<file path="config.mk">
export PLATFORM = sky130hd
export DESIGN_NAME = hub75_bcm_scan
export DESIGN_NICKNAME = d
export VERILOG_FILES = /design/src/rtl/hub75_bcm_scan.sv
export SDC_FILE = /design/constraint.sdc
export NUM_CORES = 1
export LEC_CHECK = 0
export BUFFER_PORTS_ARGS = -buffer_cell sky130_fd_sc_hd__buf_2
export CORE_ASPECT_RATIO = 0.75
export CORE_MARGIN = 4
export CORE_UTILIZATION = 52
export CTS_CLUSTER_SIZE = 20
export DETAILED_ROUTE_END_ITERATION = 16
export PLACE_DENSITY = 0.75
export SLEW_MARGIN = 20
export SYNTH_ARGS = -nofsm -noshare
export SYNTH_HDL_FRONTEND = slang
export SYNTH_SLANG_ARGS = --single-unit
</file>
<file path="constraint.sdc">
create_clock -name clk -period 1.8 [get_ports clk]
set_input_delay 0.27 -clock clk [delete_from_list [all_inputs] [get_ports clk]]
set_output_delay 0.27 -clock clk [all_outputs]
set_load 0.05 [all_outputs]
</file>
<file path="src/rtl/hub75_bcm_scan.sv">
// Row/bit-plane sequencer for a HUB75 panel: asks the shifter for one plane of row data,
// latches it once the previous display period ends, then starts the BCM-weighted display.
module hub75_bcm_scan #(
  parameter int N_ROWS   = 32,
  parameter int N_PLANES = 8,
  localparam int LOG_N_ROWS = (N_ROWS > 1) ? $clog2(N_ROWS) : 1,
  localparam int PLANE_W    = (N_PLANES > 1) ? $clog2(N_PLANES) : 1
) (
  input  logic                  clk,
  input  logic                  rst_n,
  output logic [LOG_N_ROWS-1:0] phy_addr,
  output logic                  phy_le,
  output logic                  shift_go,
  output logic [LOG_N_ROWS-1:0] shift_row,
  output logic [PLANE_W-1:0]    shift_plane,
  input  logic                  shift_rdy,
  output logic                  blank_go,
  output logic [N_PLANES-1:0]   blank_plane,
  input  logic                  blank_rdy,
  input  logic                  enable,
  output logic                  frame_done
);

  typedef enum logic [2:0] {
    S_IDLE,
    S_SHIFT_GO,
    S_SHIFT_WAIT,
    S_BLANK_WAIT,
    S_LATCH,
    S_BLANK_GO
  } state_t;

  state_t                state_q;
  logic [LOG_N_ROWS-1:0] nxt_row_q, nxt_row_d, cur_row_q, phy_addr_q;
  logic [PLANE_W-1:0]    nxt_plane_q, nxt_plane_d, cur_plane_q;
  logic                  shift_go_q, blank_go_q, phy_le_q, frame_done_q;
  logic [N_PLANES-1:0]   blank_plane_q;
  logic                  last_job;

  // Job order: every plane of a row, then the next row, wrapping at the bottom of the panel.
  always_comb begin
    nxt_plane_d = nxt_plane_q + 1'b1;
    nxt_row_d   = nxt_row_q;
    if (nxt_plane_q == PLANE_W'(N_PLANES - 1)) begin
      nxt_plane_d = '0;
      nxt_row_d   = (nxt_row_q == LOG_N_ROWS'(N_ROWS - 1)) ? '0 : nxt_row_q + 1'b1;
    end
  end

  assign last_job = (cur_row_q == LOG_N_ROWS'(N_ROWS - 1)) &&
                    (cur_plane_q == PLANE_W'(N_PLANES - 1));

  always_ff @(posedge clk) begin
    if (!rst_n) begin
      state_q       <= S_IDLE;
      nxt_row_q     <= '0;
      nxt_plane_q   <= '0;
      cur_row_q     <= '0;
      cur_plane_q   <= '0;
      phy_addr_q    <= '0;
      phy_le_q      <= 1'b0;
      shift_go_q    <= 1'b0;
      blank_go_q    <= 1'b0;
      blank_plane_q <= '0;
      frame_done_q  <= 1'b0;
    end else begin
      frame_done_q <= 1'b0;
      case (state_q)
        S_IDLE: begin
          if (enable) begin
            shift_go_q <= 1'b1;
            state_q    <= S_SHIFT_GO;
          end
        end
        S_SHIFT_GO: begin
          if (shift_rdy) begin
            cur_row_q   <= nxt_row_q;
            cur_plane_q <= nxt_plane_q;
            nxt_row_q   <= nxt_row_d;
            nxt_plane_q <= nxt_plane_d;
            shift_go_q  <= 1'b0;
            state_q     <= S_SHIFT_WAIT;
          end
        end
        S_SHIFT_WAIT: begin
          if (shift_rdy) state_q <= S_BLANK_WAIT;
        end
        // blank_rdy high means the previous display period is over and the panel is dark.
        S_BLANK_WAIT: begin
          if (blank_rdy) begin
            phy_le_q   <= 1'b1;
            phy_addr_q <= cur_row_q;
            state_q    <= S_LATCH;
          end
        end
        S_LATCH: begin
          phy_le_q      <= 1'b0;
          blank_go_q    <= 1'b1;
          blank_plane_q <= N_PLANES'(1) << cur_plane_q;
          state_q       <= S_BLANK_GO;
        end
        S_BLANK_GO: begin
          if (blank_rdy) begin
            blank_go_q    <= 1'b0;
            blank_plane_q <= '0;
            frame_done_q  <= last_job;
            if (enable) begin
              shift_go_q <= 1'b1;
              state_q    <= S_SHIFT_GO;
            end else begin
              state_q <= S_IDLE;
            end
          end
        end
        default: state_q <= S_IDLE;
      endcase
    end
  end

  // shift_row/shift_plane are only meaningful while shift_go is high.
  assign shift_row   = nxt_row_q;
  assign shift_plane = nxt_plane_q;
  assign phy_addr    = phy_addr_q;
  assign phy_le      = phy_le_q;
  assign shift_go    = shift_go_q;
  assign blank_go    = blank_go_q;
  assign blank_plane = blank_plane_q;
  assign frame_done  = frame_done_q;

endmodule

</file>
# Word level (Yosys, flattened, before mapping)

Index checks and enable logic that the tools add are counted.
W data, S select, Z words.

Reduce and logical (&&, ||, !) cells: 13
Equality and inequality tests: 14
Shift-type cells: 1
$add $sub $neg: 2
Muxes and demuxes: 19

Operators with widths:

| kind                  | number |
|---|---|
| $mux W3               | 6 |
| $pmux W3 S6           | 1 |
| $pmux W8 S2           | 1 |
| $eq A3 B3 Y1 const B  | 4 |
| $eq A5 B5 Y1 const B  | 2 |
| $ne A2 B2 Y1 const B  | 5 |
| $reduce_and A3 Y1     | 3 |
| $mux W8               | 1 |
| $reduce_and A2 Y1     | 4 |
| $shl A1 B3 Y8 const A | 1 |
| $eq A3 B2 Y1 const B  | 2 |
| $mux W1               | 6 |
| $add A5 B1 Y5 const B | 1 |
| $mux W5               | 1 |
| $reduce_and A5 Y1     | 1 |
| $pmux W1 S2           | 2 |
| $reduce_bool A2 Y1    | 2 |
| $add A3 B1 Y3 const B | 1 |
| $eq A3 B1 Y1 const B  | 1 |
| $logic_not A3 Y1      | 1 |
| $pmux W1 S3           | 1 |
| $reduce_bool A3 Y1    | 1 |
| $logic_and A1 B1 Y1   | 1 |

Register bits after elaboration: 36
Bits of input ports: 5
Output and inout bits: 25
Logic and storage cells: 60

# Depth between registers and ports, before layout

Gate-level depths: netlist (run 1).

Depth after elaboration: 3
Mapped depth: 6
Mapped depth without buffers: 6

# Worst setup path before layout (run 1)

No wires, ideal clock.

Path kind: register to register
Start: register nxt_row_q[0] (netlist: shift_row[0])
End: register nxt_row_q[2] (netlist: shift_row[2])
Buffers on the path: 0
Library setup time: 0.117 ns
Arrival: 1.610 ns
Slack: 0.073 ns
Required time: 1.683 ns
Cell stages (with the launch flop): 6
Cells stage by stage: dfxtp_1 -> ha_1 -> and3_1 -> ha_1 -> o211ai_1 -> a32o_1

Word-level cells in the longest chain between the ends: 2
Elaborated cells between the ends (all ways): 3

RTL lines:

| element                                       | RTL line | RTL |
|---|---|---|
| start, declared                               | 34       | `logic [LOG_N_ROWS-1:0] nxt_row_q, nxt_row_d, cur_row_q, phy_addr_q;` |
| start signal, assigned                        | 79       | `nxt_row_q <= nxt_row_d;` |
| $add A5 B1 Y5 or $eq A5 B5 Y1 (tied branches) | 46       | `nxt_row_d = (nxt_row_q == LOG_N_ROWS'(N_ROWS - 1)) ? '0 : nxt_row_q + 1'b1;` |
| $mux W5 *                                     | 46       |  |

Mark *: on every way between the ends. The rest lies on a longest branch, timed or not.
A chain may end at the register's enable or synchronous reset.

# Worst setup path after layout (run 1)

Start: register nxt_row_q[0] (netlist: shift_row[0])
End: register nxt_row_q[0] (netlist: shift_row[0])

The elaborated chain is that of the path after synthesis.

==> metrics.csv, run 1 <==
metric;value;unit
CP required;2.03;ns
Worst setup SP type;register;
Synth Register Bits;36;
VDD IR-drop max;0.501;mV
Avg WL per Cell;14.5;um
Skew-Pair Late Insertion Delay;0.28;ns
Int Power;0.00113;W
metal3 WL;127;um
top routing layer in use;met4;
FMAX;599;MHz
first-pass GRT wire length;6030;um
main flop type after synthesis;dfxtp_1;
Post-synth EDFFs;0;
Final setup viols;0;
number of nets produced by synthesis;190;
synthesis-to-layout area growth;14.4;%
R2R setup slack;0.13;ns
# DRC;0;
Least-Margin Pin Slew;0.560;ns
fin. max-slew vios;0;
# clock sinks;36;
Period minus WS final;1.67;ns
Setup Skew;0.00401;ns
Final GP Congestion;0.778;
H-tree depth;2;
P_leak;0.796;nW
fillcell total;260;
post-synthesis sequential area ratio;43.5;%
Die Ht;56.9;um
GRT Total Usage;18.2;%
PostCTS Resize Cnt;0;
Yosys cell types;41;
hold_buf cts;0;
core area;3000;sq um
Worst setup EP type;register;
synthesis warning total;0;
initial antenna violation count;0;
Max Cap Viol;0;
Net Sw Frac;25.2;%
Antenna Diode Count;0;
Avg Cell Area, Syn;9.15;sq um
crit path max fanout;7;
P_sw;0.000379;W
root buffer cell;clkbuf_8;
Worst-path clk slew;0.07;ns
largest net degree at the start of global routing;40;
vias in the first global route;1348;
row count;17;
Power Density;794;nW/um^2
CP Class;reg2reg;
Mapped Cells;181;
unrepaired setup endpoints after global routing;no;
Post-Route WL;3590;um
Post-CTS Setup Inserts;0;
final worst-path cycle share;92.7;%
Iteration-0 DRC Markers;46;
CTS Buf Count;5;
Final HPWL DP;2550;um
final std cells w/o fill;247;
GR Overflow Total;0;
most frequent cells in the layout;dfxtp_1 (36), nand2_1 (30), buf_2 (29);
Hold Vio Cnt, Final;0;
Buffers on Ports;29;
DRT Pass-1 Iters;4;
# IOs;30;
Worst R2R Start;shift_row[0];
CTS tree;done;
share of layout cells above drive strength 1;22.0;%
Multi-input gate area;855;sq um
Antenna Nets Post-Route;0;
Arrival @ worst endpoint;1.90;ns
Starting Density;55.2;%
sequential share of power;54.5;%
status;completed;
Die ar.;4160;sq um
vias per cell;5.64;
worst reg-to-reg path cell count;5;
die width;73.2;um
commonest non-fill, non-tap cell in the layout;dfxtp_1;
met2 wire length;1640;um
synthesized area;1660;sq um
fin nets;218;
Synth async-reset ratio;0;%
clk buf depth;2;
FF-to-FF End;shift_row[0];
Hold WC Path Type;in2reg;
vias;1393;
clock share of power;35.2;%
final setup TNS;0;ns
metal1 wirelength;1780;um
worst setup path start;shift_row[0];
Comb pwr share;10.4;%
CP endpoint;shift_row[0];
placed cell count;240;
hold_sp;blank_rdy;
register area;721;sq um
Max-slew headroom;62.6;%
==> flip-flops by register name, summed over array words and instances, names as in the netlist <==
| signal | flops |
|---|---|
| state_q | 3 |
| cur_plane_q | 3 |
| blank_plane | 8 |
| shift_row | 5 |
| frame_done | 1 |
| blank_go | 1 |
| shift_plane | 3 |
| phy_addr | 5 |
| shift_go | 1 |
| phy_le | 1 |
| cur_row_q | 5 |
==> how the worst min path moves through the flow <==
stage | depth (start not counted) | endpoint
3_3_place_gp | 1 | state_q[1]
2_1_floorplan | 2 | frame_done
3_5_place_dp | 1 | state_q[1]
5_1_grt | 3 | frame_done
4_1_cts | 3 | frame_done
6_report | 3 | frame_done
==> Yosys cell counts (all sizes together), types with 2 or more instances <==
| cell | count | share of area, % |
|---|---|---|
| dfxtp | 36 | 44 |
| nand2 | 31 | 7.5 |
| a21boi | 22 | 10 |
| o21ai | 14 | 4.2 |
| nor2b | 10 | 3.8 |
| clkbuf | 7 | 1.7 |
| nand3 | 7 | 2.1 |
| buf | 5 | 2.0 |
| inv | 5 | 1.1 |
| mux2i | 5 | 3.0 |
| ha | 4 | 3.0 |
| a31oi | 3 | 1.1 |
| nor2 | 3 | 0.68 |
| a21oi | 2 | 0.60 |
| and3b | 2 | 1.1 |
| and4bb | 2 | 1.5 |
| nand4 | 2 | 0.76 |
| nor3 | 2 | 0.60 |
| nor3b | 2 | 0.91 |
==> critical path: stages, from the launching register on <==
cell     delay (ns)
dfxtp_1        0.37
ha_1           0.25
and3_1         0.20
ha_1           0.21
nor3_1         0.37
a31o_2         0.21
==> cell type report <==
| cell class | instances | share of cell area (%) |
|---|---|---|
| Multi-Input combinational cell | 128 | 45.1 |
| Sequential cell | 36 | 38.0 |
| Timing Repair Buffer | 33 | 9.25 |
| Clock buffer | 6 | 3.83 |
| Tap cell | 38 | 2.51 |
| Inverter | 5 | 0.991 |
| Clock inverter | 1 | 0.264 |
==> cell families (layout without fill, tap and decap cells) <==
logic type      after synthesis  count (layout)  synth area share (%)
compound gates               50              50                  21.8
fa+ha+maj                     4               4                  3.02
buf+inv                      17              45                  4.84
flops                        36              36                  43.5
mux                           5               5                  3.02
simple gates                 69              69                  23.8
==> power groups by stage <==
stage                     Clock [W]  Sequential (W)  Combinational (W)
final                      0.000529        0.000820           0.000156
after global routing       0.000575        0.000822           0.000170
after CTS                  0.000537        0.000819           0.000155
after detailed placement          0        0.000838           0.000155
after global placement            0        0.000837           0.000149
after floorplan                   0        0.000860           0.000100
==> per-layer routing <==
layer / vias to the layer above / GRT usage [%]
li1: 693 / -
met1: 668 / 24.1
met2: 25 / 28.5
met3: 7 / 4.29
met4: 0 / 6.32
met5: - / 0
==> stage by stage <==
| stage | setup WS, ns | hold slack [ns] | util, % | instance area, sq um | power (W) |
|---|---|---|---|---|---|
| after floorplan | 0.0728 | 0.423 | - | 1660 | 0.000961 |
| after global placement | 0.310 | 0.450 | 60.6 | 1820 | 0.000986 |
| after detailed placement | 0.163 | 0.459 | 60.6 | 1820 | 0.000992 |
| after CTS | 0.140 | 0.334 | 63.2 | 1890 | 0.00151 |
| after global routing | 0.0185 | 0.344 | 63.2 | 1890 | 0.00157 |
| final | 0.131 | 0.343 | 63.2 | 1890 | 0.00150 |
(Power assumes the default switching activity.)
==> inputs of run 2 (changes only) <==
- clock period: 1.8 -> 2.1 ns (I/O delays scaled with it)
==> run 2 against run 1 <==
Compared with the run above: register-to-register slack better by 0.34 ns; global-route usage is 0.087 points higher; clock power shrank 0.8%; clock skew up 0.0012 ns; fmax increased by 2.6%; sequential cell count unchanged; routed wire length is 1.6% lower; combinational power fell by 24%; worst setup slack improved by 0.34 ns; critical endpoint unchanged; largest power group unchanged; highest routed layer unchanged.
==> metrics.csv, run 2 (same netlist as run 1, synthesis figures left out) <==
metric;value;unit
core area;3000;sq um
worst reg-to-reg path cell count;5;
CP required;2.33;ns
VDD IR-drop max;0.368;mV
Worst setup EP type;register;
final setup TNS;0;ns
Max Cap Viol;0;
H-tree depth;2;
CTS tree;done;
Max-slew headroom;63.6;%
# clock sinks;36;
Period minus WS final;1.63;ns
hold_buf cts;0;
crit path max fanout;7;
status;completed;
Iteration-0 DRC Markers;87;
area post-placement;1800;sq um
Die ar.;4160;sq um
Avg WL per Cell;14.4;um
Skew-Pair Late Insertion Delay;0.28;ns
Die Ht;56.9;um
Least-Margin Pin Slew;0.544;ns
R2R setup slack;0.47;ns
CP Class;reg2reg;
P_leak;0.794;nW
number of flip-flops in the largest register;8;
fin nets;216;
fin. max-slew vios;0;
FF-to-FF End;shift_row[0];
share of layout cells above drive strength 1;21.7;%
final worst-path cycle share;77.4;%
Antenna Nets Post-Route;0;
commonest non-fill, non-tap cell in the layout;dfxtp_1;
Worst R2R Start;shift_row[0];
vias per cell;5.43;
die width;73.2;um
Final HPWL DP;2490;um
Post-Route WL;3540;um
GR Overflow Total;0;
DRT Pass-1 Iters;4;
Final Cell Area;1900;sq um
CP endpoint;shift_row[0];
Arrival @ worst endpoint;1.86;ns
unrepaired setup endpoints after global routing;no;
# IOs;30;
Hold Path Stages;3;
fillcell total;247;
Buffers on Ports;29;
worst setup path start;shift_row[0];
Multi-input gate area;855;sq um
Total Power;0.00136;W
Starting Density;55.2;%
Worst setup SP type;register;
CTS Buf Count;5;
GRT Total Usage;18.3;%
synthesis-to-layout area growth;14.7;%
Post-CTS Setup Inserts;0;
Hold WC Path Type;in2reg;
clk buf depth;2;
most frequent cells in the layout;dfxtp_1 (36), nand2_1 (30), buf_2 (29);
register area;721;sq um
Worst-path clk slew;0.07;ns
Final setup viols;0;
vias;1330;
root buffer cell;clkbuf_8;
# DRC;0;
Antenna Diode Count;0;
initial antenna violation count;0;
largest net degree at the start of global routing;40;
FMAX;615;MHz
Power Density;715;nW/um^2
Hold Vio Cnt, Final;0;
first-pass GRT wire length;5960;um
vias in the first global route;1265;
Setup Skew;0.00519;ns
row count;17;
PostCTS Resize Cnt;0;
Final GP Congestion;0.783;
==> run 2: changes by cell type in the layout (fill, tap and decap cells not counted), sizes merged <==
cell    previous run  this run
buf               33        31
clkbuf             6         7
clkinv             1         0
==> run 2: final cells by class <==
cell class                 count  share of cell area (%)
multi-input combinational    128                    45.0
sequential                    36                    38.0
timing repair buffer          31                    8.44
clock buffer                   7                    5.08
tap                           38                    2.50
inverter                       5                   0.989
==> run 2: worst min-delay path by stage <==
stage	from	end
after CTS	blank_rdy	frame_done
final	blank_rdy	frame_done
after floorplan	cur_row_q[1]	frame_done
after global placement	blank_plane[7]	blank_plane[7]
after global routing	blank_rdy	frame_done
after detailed placement	blank_plane[5]	blank_plane[5]
==> run 2: metrics by stage <==
stage	hold WS (ns)	cells	utilization (%)	setup WS, ns
2_1_floorplan	0.446	181	-	0.373
3_3_place_gp	0.470	238	60.1	0.620
3_5_place_dp	0.471	238	60.1	0.509
4_1_cts	0.386	245	63.3	0.496
5_1_grt	0.421	245	63.3	0.363
6_report	0.385	245	63.3	0.474
==> run 2: layer usage <==
metal | GRT usage [%] | wire length [um]
met5 | 0 | 0
met4 | 8.16 | 60
met3 | 4.47 | 166
met2 | 26.0 | 1610
met1 | 25.7 | 1700
==> run 2: report_power, final <==
| group | internal, W | switching, W | leakage, nW |
|---|---|---|---|
| clock | 0.000292 | 0.000233 | 0.0503 |
| combinational | 0.0000437 | 0.0000757 | 0.453 |
| sequential | 0.000693 | 0.0000190 | 0.291 |
==> run 2: worst max-delay path, cell delays in order (launching register included) <==
cell	delay, ns
dfxtp_1	0.38
ha_1	0.25
and3_1	0.19
ha_1	0.21
nor3_1	0.34
a31o_2	0.21
